==> src/rtl/control_seq_if.sv <==
// Bundle between the multicycle control sequencer and its datapath:
// decode inputs flowing in, datapath control flags and debug state flowing out.
interface control_seq_if;
   logic [5:0] OPCode;
   logic [5:0] Funct;
   logic       Overflow;
   logic       DivZero;
   logic       MDDone;

   logic [4:0] Estado;
   logic       flagPcWrite;
   logic       flagIrWrite;
   logic       flagRegWrite;
   logic       flagRegA;
   logic       flagRegB;
   logic       flagALUOut;
   logic       flagEPC;
   logic       flagMultStart;
   logic       flagDivStart;
   logic       flagRegHighW;
   logic       flagRegLowW;
   logic       ResetOut;
   logic [1:0] flagIorD;
   logic [1:0] flagALUSrcA;
   logic [2:0] flagALUSrcB;
   logic [2:0] flagALUCtrl;
   logic [2:0] flagRegDist;
   logic [2:0] flagMemReg;
   logic [2:0] flagPCSrc;
   logic [1:0] flagExcpCtrl;

   modport master (
      output OPCode, Funct, Overflow, DivZero, MDDone,
      input  Estado, flagPcWrite, flagIrWrite, flagRegWrite, flagRegA, flagRegB,
             flagALUOut, flagEPC, flagMultStart, flagDivStart, flagRegHighW,
             flagRegLowW, ResetOut, flagIorD, flagALUSrcA, flagALUSrcB,
             flagALUCtrl, flagRegDist, flagMemReg, flagPCSrc, flagExcpCtrl
   );

   modport slave (
      input  OPCode, Funct, Overflow, DivZero, MDDone,
      output Estado, flagPcWrite, flagIrWrite, flagRegWrite, flagRegA, flagRegB,
             flagALUOut, flagEPC, flagMultStart, flagDivStart, flagRegHighW,
             flagRegLowW, ResetOut, flagIorD, flagALUSrcA, flagALUSrcB,
             flagALUCtrl, flagRegDist, flagMemReg, flagPCSrc, flagExcpCtrl
   );
endinterface

==> src/rtl/control_seq.sv <==
// Multicycle control sequencer: fetch with memory-latency wait, decode of a small
// R/I/mult-div instruction set, and a single-cycle exception entry with cause code.
//
// state    | meaning
// ---------+-----------------------------------------------------------
// RST      | init $sp from stack constant, assert ResetOut
// FETCH    | issue instruction read, PC <= PC + 4
// FWAIT    | wait MEM_LAT cycles for the read data
// IRLOAD   | capture instruction register
// DECODE   | read A/B, precompute branch target, latch op class
// EXEC_R   | R-type add/sub/and
// EXEC_I   | addi/addiu
// WB_R     | write rd
// WB_I     | write rt
// MD_START | pulse mult/div start (div by zero traps here)
// MD_WAIT  | wait for MDDone, bounded by MD_TIMEOUT
// MD_WB    | write HI/LO
// EXCP     | EPC <= PC - 4, jump to exception vector
module control_seq #(
   parameter int MEM_LAT    = 2,
   parameter int MD_TIMEOUT = 40,
   parameter bit EN_MULTDIV = 1'b1
) (
   input logic         Clock,
   input logic         Reset,
   control_seq_if.slave bus
);

   typedef enum logic [4:0] {
      S_RST      = 5'd0,
      S_FETCH    = 5'd1,
      S_FWAIT    = 5'd2,
      S_IRLOAD   = 5'd3,
      S_DECODE   = 5'd4,
      S_EXEC_R   = 5'd5,
      S_EXEC_I   = 5'd6,
      S_WB_R     = 5'd7,
      S_WB_I     = 5'd8,
      S_MD_START = 5'd9,
      S_MD_WAIT  = 5'd10,
      S_MD_WB    = 5'd11,
      S_EXCP     = 5'd12
   } state_t;

   typedef enum logic [2:0] {
      C_ADD, C_SUB, C_AND, C_MULT, C_DIV, C_ADDI, C_ADDIU, C_NONE
   } op_cls_t;

   state_t     state_q, state_d;
   op_cls_t    cls_q, cls_d, dec_cls;
   logic [3:0] wait_q, wait_d;
   logic [7:0] md_q, md_d;
   logic [1:0] cause_q, cause_d;

   always_ff @(posedge Clock) begin
      if (Reset) begin
         state_q <= S_RST;
         cls_q   <= C_NONE;
         wait_q  <= '0;
         md_q    <= '0;
         cause_q <= '0;
      end else begin
         state_q <= state_d;
         cls_q   <= cls_d;
         wait_q  <= wait_d;
         md_q    <= md_d;
         cause_q <= cause_d;
      end
   end

   always_comb begin
      dec_cls = C_NONE;
      if (bus.OPCode == 6'b000000) begin
         case (bus.Funct)
            6'b100000: dec_cls = C_ADD;
            6'b100010: dec_cls = C_SUB;
            6'b100100: dec_cls = C_AND;
            6'b011000: dec_cls = EN_MULTDIV ? C_MULT : C_NONE;
            6'b011010: dec_cls = EN_MULTDIV ? C_DIV : C_NONE;
            default:   dec_cls = C_NONE;
         endcase
      end else if (bus.OPCode == 6'b001000) begin
         dec_cls = C_ADDI;
      end else if (bus.OPCode == 6'b001001) begin
         dec_cls = C_ADDIU;
      end
   end

   always_comb begin
      state_d = state_q;
      cls_d   = cls_q;
      wait_d  = wait_q;
      md_d    = md_q;
      cause_d = cause_q;

      bus.Estado        = state_q;
      bus.flagPcWrite   = 1'b0;
      bus.flagIrWrite   = 1'b0;
      bus.flagRegWrite  = 1'b0;
      bus.flagRegA      = 1'b0;
      bus.flagRegB      = 1'b0;
      bus.flagALUOut    = 1'b0;
      bus.flagEPC       = 1'b0;
      bus.flagMultStart = 1'b0;
      bus.flagDivStart  = 1'b0;
      bus.flagRegHighW  = 1'b0;
      bus.flagRegLowW   = 1'b0;
      bus.ResetOut      = 1'b0;
      bus.flagIorD      = 2'b00;
      bus.flagALUSrcA   = 2'b00;
      bus.flagALUSrcB   = 3'b000;
      bus.flagALUCtrl   = 3'b000;
      bus.flagRegDist   = 3'b000;
      bus.flagMemReg    = 3'b000;
      bus.flagPCSrc     = 3'b000;
      bus.flagExcpCtrl  = 2'b00;

      case (state_q)
         S_RST: begin
            bus.flagRegWrite = 1'b1;
            bus.flagRegDist  = 3'b100;
            bus.flagMemReg   = 3'b111;
            bus.ResetOut     = 1'b1;
            state_d          = S_FETCH;
         end
         S_FETCH: begin
            bus.flagALUSrcB = 3'b001;
            bus.flagALUCtrl = 3'b001;
            bus.flagPcWrite = 1'b1;
            wait_d          = 4'(MEM_LAT - 1);
            state_d         = S_FWAIT;
         end
         S_FWAIT: begin
            if (wait_q == 4'd0) state_d = S_IRLOAD;
            else                wait_d  = wait_q - 4'd1;
         end
         S_IRLOAD: begin
            bus.flagIrWrite = 1'b1;
            state_d         = S_DECODE;
         end
         S_DECODE: begin
            bus.flagRegA    = 1'b1;
            bus.flagRegB    = 1'b1;
            bus.flagALUOut  = 1'b1;
            bus.flagALUSrcB = 3'b011;
            bus.flagALUCtrl = 3'b001;
            cls_d           = dec_cls;
            case (dec_cls)
               C_ADD, C_SUB, C_AND: state_d = S_EXEC_R;
               C_MULT, C_DIV:       state_d = S_MD_START;
               C_ADDI, C_ADDIU:     state_d = S_EXEC_I;
               default: begin
                  state_d = S_EXCP;
                  cause_d = 2'b00;
               end
            endcase
         end
         S_EXEC_R: begin
            bus.flagALUSrcA = 2'b01;
            bus.flagALUOut  = 1'b1;
            case (cls_q)
               C_SUB:   bus.flagALUCtrl = 3'b010;
               C_AND:   bus.flagALUCtrl = 3'b011;
               default: bus.flagALUCtrl = 3'b001;
            endcase
            if (bus.Overflow && cls_q != C_AND) begin
               state_d = S_EXCP;
               cause_d = 2'b01;
            end else begin
               state_d = S_WB_R;
            end
         end
         S_EXEC_I: begin
            bus.flagALUSrcA = 2'b01;
            bus.flagALUSrcB = 3'b010;
            bus.flagALUCtrl = 3'b001;
            bus.flagALUOut  = 1'b1;
            if (bus.Overflow && cls_q == C_ADDI) begin
               state_d = S_EXCP;
               cause_d = 2'b01;
            end else begin
               state_d = S_WB_I;
            end
         end
         S_WB_R: begin
            bus.flagRegWrite = 1'b1;
            bus.flagRegDist  = 3'b001;
            state_d          = S_FETCH;
         end
         S_WB_I: begin
            bus.flagRegWrite = 1'b1;
            state_d          = S_FETCH;
         end
         S_MD_START: begin
            md_d = '0;
            // Divide-by-zero is caught before the unit is ever started.
            if (cls_q == C_DIV && bus.DivZero) begin
               state_d = S_EXCP;
               cause_d = 2'b10;
            end else begin
               bus.flagMultStart = (cls_q == C_MULT);
               bus.flagDivStart  = (cls_q == C_DIV);
               state_d           = S_MD_WAIT;
            end
         end
         S_MD_WAIT: begin
            md_d = md_q + 8'd1;
            if (bus.MDDone) begin
               state_d = S_MD_WB;
            end else if (md_q == 8'(MD_TIMEOUT - 1)) begin
               state_d = S_EXCP;
               cause_d = 2'b11;
            end
         end
         S_MD_WB: begin
            bus.flagRegHighW = 1'b1;
            bus.flagRegLowW  = 1'b1;
            state_d          = S_FETCH;
         end
         S_EXCP: begin
            bus.flagEPC      = 1'b1;
            bus.flagALUSrcB  = 3'b001;
            bus.flagALUCtrl  = 3'b010;
            bus.flagExcpCtrl = cause_q;
            bus.flagPCSrc    = 3'b011;
            bus.flagPcWrite  = 1'b1;
            state_d          = S_FETCH;
         end
         default: state_d = S_RST;
      endcase
   end

endmodule
==> src/flat_wrapper.sv <==
// flat-port wrapper written by rule: the top's interface ports become plain ports
module control_seq_flat 
#(
   parameter int MEM_LAT    = 2,
   parameter int MD_TIMEOUT = 40,
   parameter bit EN_MULTDIV = 1'b1
)
  (Clock, Reset, bus_OPCode, bus_Funct, bus_Overflow, bus_DivZero, bus_MDDone, bus_Estado, bus_flagPcWrite, bus_flagIrWrite, bus_flagRegWrite, bus_flagRegA, bus_flagRegB, bus_flagALUOut, bus_flagEPC, bus_flagMultStart, bus_flagDivStart, bus_flagRegHighW, bus_flagRegLowW, bus_ResetOut, bus_flagIorD, bus_flagALUSrcA, bus_flagALUSrcB, bus_flagALUCtrl, bus_flagRegDist, bus_flagMemReg, bus_flagPCSrc, bus_flagExcpCtrl);
  control_seq_if bus_i ();
  input logic Clock;
  input logic Reset;
  input wire logic [$bits(bus_i.OPCode)-1:0] bus_OPCode;
  input wire logic [$bits(bus_i.Funct)-1:0] bus_Funct;
  input wire logic [$bits(bus_i.Overflow)-1:0] bus_Overflow;
  input wire logic [$bits(bus_i.DivZero)-1:0] bus_DivZero;
  input wire logic [$bits(bus_i.MDDone)-1:0] bus_MDDone;
  output wire logic [$bits(bus_i.Estado)-1:0] bus_Estado;
  output wire logic [$bits(bus_i.flagPcWrite)-1:0] bus_flagPcWrite;
  output wire logic [$bits(bus_i.flagIrWrite)-1:0] bus_flagIrWrite;
  output wire logic [$bits(bus_i.flagRegWrite)-1:0] bus_flagRegWrite;
  output wire logic [$bits(bus_i.flagRegA)-1:0] bus_flagRegA;
  output wire logic [$bits(bus_i.flagRegB)-1:0] bus_flagRegB;
  output wire logic [$bits(bus_i.flagALUOut)-1:0] bus_flagALUOut;
  output wire logic [$bits(bus_i.flagEPC)-1:0] bus_flagEPC;
  output wire logic [$bits(bus_i.flagMultStart)-1:0] bus_flagMultStart;
  output wire logic [$bits(bus_i.flagDivStart)-1:0] bus_flagDivStart;
  output wire logic [$bits(bus_i.flagRegHighW)-1:0] bus_flagRegHighW;
  output wire logic [$bits(bus_i.flagRegLowW)-1:0] bus_flagRegLowW;
  output wire logic [$bits(bus_i.ResetOut)-1:0] bus_ResetOut;
  output wire logic [$bits(bus_i.flagIorD)-1:0] bus_flagIorD;
  output wire logic [$bits(bus_i.flagALUSrcA)-1:0] bus_flagALUSrcA;
  output wire logic [$bits(bus_i.flagALUSrcB)-1:0] bus_flagALUSrcB;
  output wire logic [$bits(bus_i.flagALUCtrl)-1:0] bus_flagALUCtrl;
  output wire logic [$bits(bus_i.flagRegDist)-1:0] bus_flagRegDist;
  output wire logic [$bits(bus_i.flagMemReg)-1:0] bus_flagMemReg;
  output wire logic [$bits(bus_i.flagPCSrc)-1:0] bus_flagPCSrc;
  output wire logic [$bits(bus_i.flagExcpCtrl)-1:0] bus_flagExcpCtrl;
  assign bus_i.OPCode = bus_OPCode;
  assign bus_i.Funct = bus_Funct;
  assign bus_i.Overflow = bus_Overflow;
  assign bus_i.DivZero = bus_DivZero;
  assign bus_i.MDDone = bus_MDDone;
  assign bus_Estado = bus_i.Estado;
  assign bus_flagPcWrite = bus_i.flagPcWrite;
  assign bus_flagIrWrite = bus_i.flagIrWrite;
  assign bus_flagRegWrite = bus_i.flagRegWrite;
  assign bus_flagRegA = bus_i.flagRegA;
  assign bus_flagRegB = bus_i.flagRegB;
  assign bus_flagALUOut = bus_i.flagALUOut;
  assign bus_flagEPC = bus_i.flagEPC;
  assign bus_flagMultStart = bus_i.flagMultStart;
  assign bus_flagDivStart = bus_i.flagDivStart;
  assign bus_flagRegHighW = bus_i.flagRegHighW;
  assign bus_flagRegLowW = bus_i.flagRegLowW;
  assign bus_ResetOut = bus_i.ResetOut;
  assign bus_flagIorD = bus_i.flagIorD;
  assign bus_flagALUSrcA = bus_i.flagALUSrcA;
  assign bus_flagALUSrcB = bus_i.flagALUSrcB;
  assign bus_flagALUCtrl = bus_i.flagALUCtrl;
  assign bus_flagRegDist = bus_i.flagRegDist;
  assign bus_flagMemReg = bus_i.flagMemReg;
  assign bus_flagPCSrc = bus_i.flagPCSrc;
  assign bus_flagExcpCtrl = bus_i.flagExcpCtrl;
  control_seq #(.MEM_LAT(MEM_LAT), .MD_TIMEOUT(MD_TIMEOUT), .EN_MULTDIV(EN_MULTDIV)) u_core (.Clock(Clock), .Reset(Reset), .bus(bus_i));
endmodule
==> config.mk <==
export PLATFORM = sky130hd
export DESIGN_NAME = control_seq_flat
export DESIGN_NICKNAME = d
export VERILOG_FILES = /design/src/rtl/control_seq_if.sv /design/src/rtl/control_seq.sv /design/src/flat_wrapper.sv
export SDC_FILE = /design/constraint.sdc
export NUM_CORES = 1
export LEC_CHECK = 0
export ABC_AREA = 1
export CAP_MARGIN = 20
export CORE_UTILIZATION = 35
export CTS_BUF_LIST = sky130_fd_sc_hd__clkbuf_4 sky130_fd_sc_hd__clkbuf_8
export DETAILED_ROUTE_END_ITERATION = 8
export GPL_TIMING_DRIVEN = 0
export SKIP_LAST_GASP = 1
export SYNTH_ARGS = -nofsm -noshare
export SYNTH_HDL_FRONTEND = slang
export SYNTH_SLANG_ARGS = --single-unit
==> constraint.sdc <==
create_clock -name Clock -period 1.9 [get_ports Clock]
set_clock_uncertainty 0.2 [all_clocks]
set_input_delay 0.285 -clock Clock [delete_from_list [all_inputs] [get_ports Clock]]
set_output_delay 0.285 -clock Clock [all_outputs]
set_load 0.02 [all_outputs]
==> impl_metrics.yaml, run 1 <==
critical_path:
  cp.arrival_ns: 1.49
  slowest_stage: "dfxtp_4"
  setup.worst_path.class: "flop to output port"
  cp-start-kind: "flop"
  path_cells: "inv_2 > or2_4 > nor2_8 > inv_4 > nor4_4 > buf_4"
  max_stage_delay_ns: 0.37
  endpoint_kind: "output port"
  required_ns: 1.41
  cp_max_fo: 4
cells_and_area:
  fillCellCount: 448
  fin_util_pct: 56.0
  area_delta_synth_final_pct: 51.8
  final_cells: 396
  nNetsFinal: 365
  drive_above_1_share_pct: 33.7
  design_area_um2: 2490
  antenna_cells: 0
clock_tree:
  cts_buffer_depth: 2
  cts_tree: "done"
  clock_latency_ns: 0.26
  cts-root-buf: "clkbuf_8"
  numClockSinks: 21
  clk_pin_slew_ns: 0.08
  numCtsBuffers: 3
  htreeDepth: 1
synth:
  synth_seq_area_share_pct: 25.6
  synth_top_family_by_area: "simple AND/OR/NAND/NOR gates"
  syn_avg_cell_area_um2: 6.17
  synth_edf_count: 0
  yosys_warnings: 0
  ys_seq_elements: 21
  synth-xor-area-share_pct: 0
  synth_compound_area_share_pct: 14.3
  synthAdderAreaFrac_pct: 2.29
  synthArstFlopShare_pct: 0
  syn-instance-count: 266
  synthSimpleGateAreaFrac_pct: 38.6
  syn_area_um2: 1640
  ys_types: 35
  yosys-mux-area-fraction_pct: 0
  synth_ff_type: "dfxtp_1"
power_and_ir_drop:
  p_leak_nw: 1.26
  power_mw: 2.54
  p_per_area_nw_per_um2: 1020
  vdd_drop_max_mv: 0.403
floorplan:
  core_um2: 4440
  fp.dieH_um: 70.5
  dieArea_um2: 4960
  rows: 24
  io_pins: 55
  start_util_pct: 36.9
  die_w_um: 70.5
global_routing:
  antenna_found_initial: 0
  grt_pass1_wl_um: 7230
  grt_overflow: 0
  grt_pass1_vias: 1657
  grtUsageTotal_pct: 17.9
  grt_max_degree: 12
outcome:
  violations: "DRC, setup timing"
  status: "finished with violations"
drt:
  drt_iter0_markers: 88
  wl_per_cell_um: 11.0
  drt.antenna.violating_nets: 0
  via_per_inst: 4.68
  drt_wl_total_um: 4340
  num_vias: 1853
  drc: 8
  dr.pass1.iters: 6
placement:
  place_congestion: 0.844
  dp_hpwl_um: 3290
  dp_cells: 371
  place_area_um2: 2220
  port-buffer-count: 46
timing:
  max_freq_ghz: 0.506
  layout_setup_ws_ns: -0.0759
  hold_violations: 0
  timing.final.crit_share_pct: 104
  rsz0062_at_grt: "yes"
  maxSlewViolCount: 0
  finalCriticalPeriod_ns: 1.98
  setup_violations: 2
  hold_ws_ns: 0.277
min_path:
  hold_path.class: "flop to flop"
flow_run:
  maxCapViolations: 0
## synth_stat cells, types with 2 or more instances
| cell | number | area share (%) |
|---|---|---|
| o21ai_0 | 14 | 4.3 |
| buf_4 | 17 | 7.8 |
| nand3_1 | 20 | 6.1 |
| a211oi_1 | 2 | 0.92 |
| nor2_2 | 2 | 0.76 |
| nor3_1 | 8 | 2.4 |
| nor2_4 | 3 | 2.1 |
| dfxtp_1 | 21 | 26 |
| ha_1 | 3 | 2.3 |
| a311oi_1 | 3 | 1.6 |
| a21oi_1 | 16 | 4.9 |
| nand2_1 | 44 | 10 |
| nand2_2 | 2 | 0.76 |
| nand4_1 | 4 | 1.5 |
| nor2_1 | 42 | 9.6 |
| inv_1 | 46 | 11 |
## critical path, delay by kind of cell (launching register included)
family | cells | cell delay, ns
simple gates | 3 | 0.58
flops | 1 | 0.37
buf+inv | 3 | 0.28
## cells in the final DEF, fill, tap and decap left out, types with 4 or more instances in the layout
cell type / n
inv_1: 38
nor2_1: 29
nor2_4: 8
clkbuf_2: 6
inv_2: 8
dfxtp_1: 17
nand4_1: 4
buf_4: 44
clkdlybuf4s50_1: 14
nand3_2: 6
nor2_2: 10
dlygate4sd2_1: 5
nand2_2: 7
o21ai_0: 11
dlymetal6s2s_1: 6
nand2_1: 38
buf_2: 5
conb_1: 8
nor3_1: 7
nand3_1: 15
a21oi_1: 16
## sequential cells by signal (all words and copies together) (netlist names)
| register | count |
|---|---|
| u_core.bus.Estado | 4 |
| u_core.cause_q | 2 |
| u_core.cls_q | 3 |
| u_core.md_q | 8 |
| u_core.wait_q | 4 |
## stage by stage
stage               setup TNS (ns)  setup WS, ns
detailed placement           -6.64        -0.394
floorplan                  -0.0535       -0.0267
global placement             -7.14        -0.414
global route                -0.997        -0.154
finish                      -0.121       -0.0759
CTS                         -0.843        -0.170
## metal layers
metal  track usage (%)  vias to the layer above  part of all wire (%)
met3              3.32                        4                   4.4
met5                 0                        -                     0
met1              24.3                      819                    48
met4              2.04                        0                  0.35
met2              30.2                       42                    47
li1                  -                      988                     -
## kinds of logic after synthesis
family	Yosys count
AND/OR/NAND/NOR	134
buffers and inverters	66
AO/OA/AOI/OAI	41
flip-flops	21
adder cells (fa/ha/maj)	3
other	1
## cell type report
class / count / area (um^2) / share of cell area [%]
well taps: 52 / 65.1 / 2.61
repair buffers: 67 / 561 / 22.5
clock buffers: 4 / 48.8 / 1.96
flip-flops and latches: 21 / 430 / 17.3
plain buffers: 18 / 131 / 5.28
multi-input cells: 186 / 1070 / 42.9
inverters: 48 / 186 / 7.49
## worst paths after layout
path | from | end | slack (ns) | cells after the start
worst max register to register | u_core.bus.Estado[0] | u_core.cause_q[0] | 0.04 | 11
worst min register to register | u_core.cause_q[0] | u_core.cause_q[0] | 0.28 | 2
worst min-delay path | u_core.cause_q[0] | u_core.cause_q[0] | 0.28 | 2
worst max-delay path | u_core.bus.Estado[0] | bus_flagMultStart | -0.08 | 6
## repair_timing
action,CTS,global route
gates cloned,0,0
hold buffers,0,0
endpoints found under the setup margin,28,25
resized for setup,86,59
setup buffers,11,10
pin swaps,5,23
## report_power, final
| group | total (mW) | internal, mW | switching, mW | leakage, nW |
|---|---|---|---|---|
| clock | 0.316 | 0.164 | 0.153 | 0.0262 |
| combinational | 1.61 | 0.677 | 0.929 | 1.06 |
| sequential | 0.618 | 0.537 | 0.0812 | 0.173 |
Power figures use the tool's default switching activity.
==> inputs of run 2 (changes only) <==
- GPL_TIMING_DRIVEN: 0 -> default
==> impl_metrics.yaml, run 2 (synthesis gave the netlist of run 1 again) <==
cells_and_area:
  layout_commonest_cell: "inv_1"
  fillCellCount: 451
  final_cells: 394
  antenna_cells: 0
  most-common-layout-cells: "inv_1, buf_4, nand2_1"
  drive_above_1_share_pct: 30.4
  design_area_um2: 2450
  nNetsFinal: 363
  largest_register: "u_core.md_q"
  area_delta_synth_final_pct: 49.3
  largest_register_ffs: 8
timing:
  finalCriticalPeriod_ns: 1.91
  hold_ws_ns: 0.256
  hold_violations: 0
  timing.final.crit_share_pct: 101
  rsz0062_at_grt: "yes"
  maxSlewViolCount: 0
  max_freq_ghz: 0.524
  layout_setup_ws_ns: -0.00964
  setup_violations: 1
  setup_tns_ns: -0.00964
drt:
  drc: 8
  drt_iter0_markers: 48
  via_per_inst: 4.74
  drt_wl_total_um: 4350
  wl_per_cell_um: 11.0
  drt.antenna.violating_nets: 0
  num_vias: 1866
  dr.pass1.iters: 6
global_routing:
  grt_max_degree: 13
  grt_pass1_wl_um: 7010
  grtUsageTotal_pct: 17.4
  grt_overflow: 0
  grt_pass1_vias: 1568
  antenna_found_initial: 0
clock_tree:
  numClockSinks: 21
  numCtsBuffers: 3
  cts-root-buf: "clkbuf_8"
  clock_latency_ns: 0.27
  cts_tree: "done"
  htreeDepth: 1
  clk_pin_slew_ns: 0.08
  cts_buffer_depth: 2
power_and_ir_drop:
  switching_share_pct: 46.6
  p_int_mw: 1.31
  vdd_drop_max_mv: 0.485
  p_per_area_nw_per_um2: 1000
  comb_power_share_pct: 63.0
  pwr-share-seq_pct: 24.5
  p_clk_share_pct: 12.6
  power_switching_mw: 1.14
  p_leak_nw: 1.24
outcome:
  status: "finished with violations"
  violations: "DRC, setup timing"
floorplan:
  fp.dieH_um: 70.5
  rows: 24
  dieArea_um2: 4960
  die_w_um: 70.5
  start_util_pct: 36.9
  io_pins: 55
  core_um2: 4440
critical_path:
  cp.arrival_ns: 1.42
  setup.worst_path.class: "flop to output port"
  endpoint_kind: "output port"
  required_ns: 1.41
  cp_max_fo: 3
  cp-start-kind: "flop"
placement:
  dp_hpwl_um: 3420
  place_congestion: 0.813
  port-buffer-count: 46
  dp_cells: 389
  place_area_um2: 2360
min_path:
  hold_path.class: "flop to flop"
flow_run:
  maxCapViolations: 0
[run 2: power by group through the flow]
stage | Clock (mW) | Sequential (mW) | Combinational, mW
finish | 0.308 | 0.600 | 1.54
global route | 0.331 | 0.609 | 1.69
CTS | 0.313 | 0.599 | 1.51
detailed placement | 0 | 0.600 | 1.61
global placement | 0 | 0.600 | 1.60
floorplan | 0 | 0.630 | 0.969
[run 2: critical path: stages, from the launching register on]
cell and delay [ns]:
dfxtp_2 0.35, inv_1 0.05, or2_4 0.27, nor2_8 0.11, inv_1 0.08, nor4_4 0.14, buf_4 0.18
[run 2: path summary, 6_finish.rpt]
kind	startpoint	endpoint	slack, ns	cells after the start
hold / removal	u_core.md_q[0]	u_core.md_q[0]	0.26	1
hold reg to reg	u_core.md_q[0]	u_core.md_q[0]	0.26	1
setup / recovery	u_core.bus.Estado[0]	bus_flagMultStart	-0.01	6
setup reg to reg	u_core.bus.Estado[0]	u_core.cause_q[1]	0.14	11
[run 2: metal layers]
metal  part of all wire (%)  vias to the layer above  global-route usage, %  routed length, um
met3                    5.6                        7                   3.61                242
li1                       -                      990                      -                  -
met5                      0                        -                      0                  0
met2                     46                       48                   28.0               2020
met1                     47                      821                   24.3               2050
met4                   0.78                        0                   2.72                 34
[run 2: timing repair]
action / CTS / global route
pin swaps: 0 / 5
resized for setup: 73 / 43
setup endpoints to repair: 27 / 30
hold buffers: 0 / 0
buffers inserted: 0 / 1
[run 2: stage by stage]
| step | power (mW) | setup WS [ns] | utilization, % |
|---|---|---|---|
| finish | 2.45 | -0.00964 | 55.1 |
| detailed placement | 2.21 | -0.243 | 53.2 |
| CTS | 2.42 | -0.0438 | 53.7 |
| floorplan | 1.60 | -0.0267 | - |
| global route | 2.63 | -0.0818 | 55.1 |
| global placement | 2.20 | -0.212 | 53.2 |
[run 2: final cells by class]
class | instances | area (um^2) | share of cell area [%]
multi-input cells | 186 | 1040 | 42.7
repair buffers | 83 | 687 | 28.1
flip-flops and latches | 21 | 425 | 17.4
inverters | 48 | 180 | 7.36
well taps | 52 | 65.1 | 2.66
clock buffers | 3 | 41.3 | 1.69
clock inverters | 1 | 5.00 | 0.204
